File: src/rtl/frame_buf_ctrl.sv
// Ping-pong frame buffer controller in front of a dual-port word memory.
// The address MSB selects one of two banks, and each bank holds one frame.
// The producer fills one bank while the consumer drains the other.
// A bank becomes readable only after its last word has been accepted.
module frame_buf_ctrl #(
  parameter int DATA_WIDTH = 16,
  parameter int ADDR_WIDTH = 3
) (
  input  logic                  clk,
  input  logic                  reset,
  input  logic                  in_valid,
  input  logic [DATA_WIDTH-1:0] in_data,
  output logic                  in_ready,
  input  logic                  out_req,
  output logic [DATA_WIDTH-1:0] out_data,
  output logic                  out_valid,
  output logic                  frame_done,
  output logic [1:0]            frames_avail,
  output logic                  mem_wr_en,
  output logic [ADDR_WIDTH-1:0] mem_wr_addr,
  output logic [DATA_WIDTH-1:0] mem_wr_data,
  output logic                  mem_rd_en,
  output logic [ADDR_WIDTH-1:0] mem_rd_addr,
  input  logic [DATA_WIDTH-1:0] mem_rd_data
);

  localparam int PW     = ADDR_WIDTH - 1;
  // Stage 0: read strobe to memory. Stage 1: memory data present. Stage 2: out_valid.
  localparam int STAGES = 2;

  typedef enum logic {W_FILL, W_WAIT} wst_e;

  wst_e            wst_q, wst_d;
  logic            wr_bank_q, wr_bank_d, rd_bank_q, rd_bank_d;
  logic [PW-1:0]   wr_ptr_q, wr_ptr_d, rd_ptr_q, rd_ptr_d;
  logic [1:0]      full_q, full_d;
  logic [STAGES:0] vld_pipe_q;

  logic                  mem_wr_en_q, frame_done_q;
  logic [ADDR_WIDTH-1:0] mem_wr_addr_q, mem_rd_addr_q;
  logic [DATA_WIDTH-1:0] mem_wr_data_q, out_data_q;
  logic [1:0]            frames_avail_q;

  logic wr_acc, rd_iss, wr_last, rd_last, rel_other;

  assign wr_acc    = in_valid & in_ready;
  assign rd_iss    = out_req & full_q[rd_bank_q];
  assign wr_last   = wr_acc & (&wr_ptr_q);
  assign rd_last   = rd_iss & (&rd_ptr_q);
  // The reader frees the bank the writer wants next.
  // Seen on the same edge so a coincident completion never stalls.
  assign rel_other = rd_last & (rd_bank_q != wr_bank_q);

  // Write FSM state register
  always_ff @(posedge clk or negedge reset) begin
    if (!reset) wst_q <= W_FILL;
    else        wst_q <= wst_d;
  end

  // Write FSM next state; the bank toggles on leaving a completed frame
  always_comb begin
    wst_d     = wst_q;
    wr_bank_d = wr_bank_q;
    case (wst_q)
      W_FILL: if (wr_last) begin
        if (!full_q[~wr_bank_q] || rel_other) wr_bank_d = ~wr_bank_q;
        else                                  wst_d     = W_WAIT;
      end
      W_WAIT: if (rel_other) begin
        wst_d     = W_FILL;
        wr_bank_d = ~wr_bank_q;
      end
      default: wst_d = W_FILL;
    endcase
  end

  // Write FSM outputs; the producer is held off during reset
  always_comb begin
    in_ready = reset && (wst_q == W_FILL);
  end

  // Pointer, read-bank and frame-full next state
  always_comb begin
    wr_ptr_d  = wr_acc ? wr_ptr_q + PW'(1) : wr_ptr_q;
    rd_ptr_d  = rd_iss ? rd_ptr_q + PW'(1) : rd_ptr_q;
    rd_bank_d = rd_last ? ~rd_bank_q : rd_bank_q;
    full_d    = full_q;
    if (rd_last) full_d[rd_bank_q] = 1'b0;
    if (wr_last) full_d[wr_bank_q] = 1'b1;
  end

  // Bank bookkeeping registers
  always_ff @(posedge clk or negedge reset) begin
    if (!reset) begin
      wr_bank_q <= 1'b0;
      rd_bank_q <= 1'b0;
      wr_ptr_q  <= '0;
      rd_ptr_q  <= '0;
      full_q    <= '0;
    end else begin
      wr_bank_q <= wr_bank_d;
      rd_bank_q <= rd_bank_d;
      wr_ptr_q  <= wr_ptr_d;
      rd_ptr_q  <= rd_ptr_d;
      full_q    <= full_d;
    end
  end

  // Memory strobes and read-return pipeline; reset drops in-flight reads
  always_ff @(posedge clk or negedge reset) begin
    if (!reset) begin
      vld_pipe_q     <= '0;
      mem_wr_en_q    <= 1'b1;
      mem_wr_addr_q  <= '0;
      mem_wr_data_q  <= '0;
      mem_rd_addr_q  <= '0;
      out_data_q     <= '0;
      frame_done_q   <= 1'b0;
      frames_avail_q <= '0;
    end else begin
      vld_pipe_q     <= {vld_pipe_q[STAGES-1:0], rd_iss};
      mem_wr_en_q    <= ~wr_acc;
      frame_done_q   <= rd_last;
      frames_avail_q <= {1'b0, full_d[0]} + {1'b0, full_d[1]};
      if (wr_acc) begin
        mem_wr_addr_q <= {wr_bank_q, wr_ptr_q};
        mem_wr_data_q <= in_data;
      end
      if (rd_iss)        mem_rd_addr_q <= {rd_bank_q, rd_ptr_q};
      if (vld_pipe_q[1]) out_data_q    <= mem_rd_data;
    end
  end

  assign mem_wr_en    = mem_wr_en_q;
  assign mem_wr_addr  = mem_wr_addr_q;
  assign mem_wr_data  = mem_wr_data_q;
  assign mem_rd_en    = ~vld_pipe_q[0];
  assign mem_rd_addr  = mem_rd_addr_q;
  assign out_valid    = vld_pipe_q[STAGES];
  assign out_data     = out_data_q;
  assign frame_done   = frame_done_q;
  assign frames_avail = frames_avail_q;

endmodule

File: config.mk
export PLATFORM = sky130hd
export DESIGN_NAME = frame_buf_ctrl
export DESIGN_NICKNAME = d
export VERILOG_FILES = /design/src/rtl/frame_buf_ctrl.sv
export SDC_FILE = /design/constraint.sdc
export NUM_CORES = 1
export LEC_CHECK = 0
export ABC_AREA = 1
export ABC_CLOCK_PERIOD_IN_PS = 3100
export BUFFER_PORTS_ARGS = -buffer_cell sky130_fd_sc_hd__clkbuf_2
export CORE_UTILIZATION = 45
export CTS_BUF_LIST = sky130_fd_sc_hd__clkbuf_2 sky130_fd_sc_hd__clkbuf_4 sky130_fd_sc_hd__clkbuf_8
export DETAILED_ROUTE_END_ITERATION = 8
export GPL_TIMING_DRIVEN = 0
export PLACE_DENSITY = 0.75
export RECOVER_POWER = 50
export SLEW_MARGIN = 30
export SYNTH_ARGS = -nofsm -noshare
export SYNTH_HDL_FRONTEND = slang
export SYNTH_SLANG_ARGS = --single-unit
File: constraint.sdc
create_clock -name clk -period 3.1 [get_ports clk]
set_clock_uncertainty 0.15 [all_clocks]
set_input_delay 0.31 -clock clk [delete_from_list [all_inputs] [get_ports clk]]
set_output_delay 0.31 -clock clk [all_outputs]
set_load 0.01 [all_outputs]
==> reports/metrics.cfg <==
[timing]
fmax_mhz=425
timing.slew.headroom_pct=50.6
setup_violations=0
post-route-period-util_pct=75.9
tns_ps=0
hold_viol=0
worst_slew_pin_slew_ps=740
slew_violations=0
hold_slack_ps=56.2
setup_slack_ps=747
rsz0062_at_grt=no
finalCriticalPeriod_ps=2350

[setup_path]
rrSetupSlack_ps=1180
critical_path_class=input pin to flop
slowest_stage=clkbuf_4
arrival_ps=2390
crit_fanout=56
startpoint_type=input pin
crit_chain=dlygate4sd3_1 -> clkbuf_4 -> and3_4 -> nand2_1 -> o21ai_1 -> ha_1
critPathRequiredTime_ps=3140
worst_path_largest_cell_delay_ps=620
cp-end-kind=flop
r2r-start=rd_bank_q$_DFFE_PN0N_
reg2reg_depth=9
r2r_end=frames_avail[0]$_DFF_PN0_

[power_and_ir_drop]
p_leak_nw=1.31
peakVddDrop_v=0.000422
power_mw=2.22
p_per_area_mw_per_mm2=867

[global_routing]
grt_pass1_vias=1463
grt_pass1_wl_mm=6.40
grt_max_degree=57
grt_overflow=0
antenna_found_initial=0
grt_use_total_pct=16.7

[yosys]
synth_edf_count=0
syn_area_mm2=0.00207
syn_area_per_cell_um2=11.0
synth_largest_area_cell=dfrtp_1
synth_top_area_share_pct=64.0
ys_seq_area_share_pct=65.3
synth.area.top_cells=dfrtp_1, nand2_1, mux2_2
yosysWarningCount=0
async_flop_share_pct=100
synth.most_common_cell=nand2_1
synth-seq-cells=54
syn-num-nets=227
synth_ff_type=dfrtp_1
syn_inst=188
yosysUniqueCellTypes=22
synth_common_cells=nand2_1, dfrtp_1, mux2_2, inv_1, o21ai_1

[detailed_routing]
num_vias=1530
first_pass_iters=4
routed_wl_mm=3.76
via_per_inst=4.66
ant_nets=0
drt-initial-drc-count=117
drc=0
wl_per_cell_um=11.5

[cts]
clkLatencyLatePin_ps=300
cts_buffers=5
ctsHtreeMaxLevel=2
cts-root-buf=clkbuf_8
path_clk_slew_ps=90
cts_tree=yes
cts_resized=0
post_cts.repair.setup_buffers=0
clock_sinks=54
cts_buffer_depth=2
cts_hold_buf=1

[placed_design]
place_ws_ps=930
post_dp_cell_area_mm2=0.00254
place_inst=320
globalplace.congestion=0.751
port_buffers=80
dp_hpwl_mm=2.68

[min_path]
hold_class=input pin to flop
hold-path-endpoint=mem_wr_data[9]$_DFFE_PN0N_
min_path_cells=3
hold_path.startpoint=in_data[9]

[job]
maxCapViolCount=0

[die]
dieWidth_um=69.9
start_util_pct=47.3
die_area_mm2=0.00488
ioPinCount=81
core_mm2=0.00438
die_y_um=69.9
placementRows=24

[cells_and_area]
stdcell_area_mm2=0.00256
instances_no_fill=328
utilization_pct=58.5
n_antenna_cell=0
drive_gt1_share_pct=25.4
fin_nets=315
area_delta_synth_final_pct=23.8
fillerInstances=399

[outcome]
status=completed

registers in the layout, indices dropped and copies added, names as in the netlist, 3 cells and up:
signal / count
mem_wr_addr: 3
mem_rd_addr: 3
vld_pipe_q: 3
out_data: 16
mem_wr_data: 16
worst max path at each step:
| stage | start | end | slack, ps | cells after the start |
|---|---|---|---|---|
| 2_1_floorplan | rd_bank_q$_DFFE_PN0N_ | frames_avail[0]$_DFF_PN0_ | 1580 | 9 |
| 3_3_place_gp | reset | frames_avail[0]$_DFF_PN0_ | 520 | 5 |
| 3_5_place_dp | reset | frames_avail[0]$_DFF_PN0_ | 930 | 5 |
| 4_1_cts | reset | frames_avail[0]$_DFF_PN0_ | 720 | 6 |
| 5_1_grt | reset | frames_avail[0]$_DFF_PN0_ | 570 | 6 |
| 6_report | reset | frames_avail[0]$_DFF_PN0_ | 750 | 6 |
cells in the final DEF (no fill, tap or decap), drive strengths merged, types with 2 or more instances in the layout:
master	synthesis	routed
buf	6	5
clkbuf	0	88
dfrtp	53	53
ha	3	3
inv	10	9
mux2	16	16
nand2	81	81
nand3	2	2
nor2	2	2
o21ai	9	9
layer usage:
metal | part of all wire [%] | global-route usage, % | vias up
li1 | - | - | 768
met1 | 46 | 20.6 | 707
met2 | 46 | 27.4 | 49
met3 | 6.1 | 4.47 | 6
met4 | 1.2 | 7.78 | 0
met5 | 0 | 0 | -
report_power, final:
part	switching [mW]	internal, mW
registers	0.137	0.964
clock network	0.205	0.174
logic	0.421	0.324
area by class of cell:
class                      instances  area [µm²]  area share [%]
sequential                        54        1350            52.7
multi-input combinational        118         627            24.4
timing repair buffer              81         359            14.0
clock buffer                       7        83.8            3.27
tap                               52        65.1            2.54
buffer                             6        38.8            1.51
inverter                          10        38.8            1.51
logic make-up after synthesis:
family                   Yosys count  synth area share [%]
AND/OR/NAND/NOR                   87                  17.1
flip-flops                        54                  65.3
buffers and inverters             16                  3.86
adder cells (fa/ha/maj)            3                  1.81
AO/OA/AOI/OAI                     10                  2.42
XOR/XNOR                           2                 0.846
multiplexers                      16                  8.70
critical path: cells and delay by family:
family	cells	cell delay, ps
buf+inv	2	1150
simple gates	2	450
compound gates	1	210
fa+ha+maj	1	260
Power figures use the tool's default switching activity.
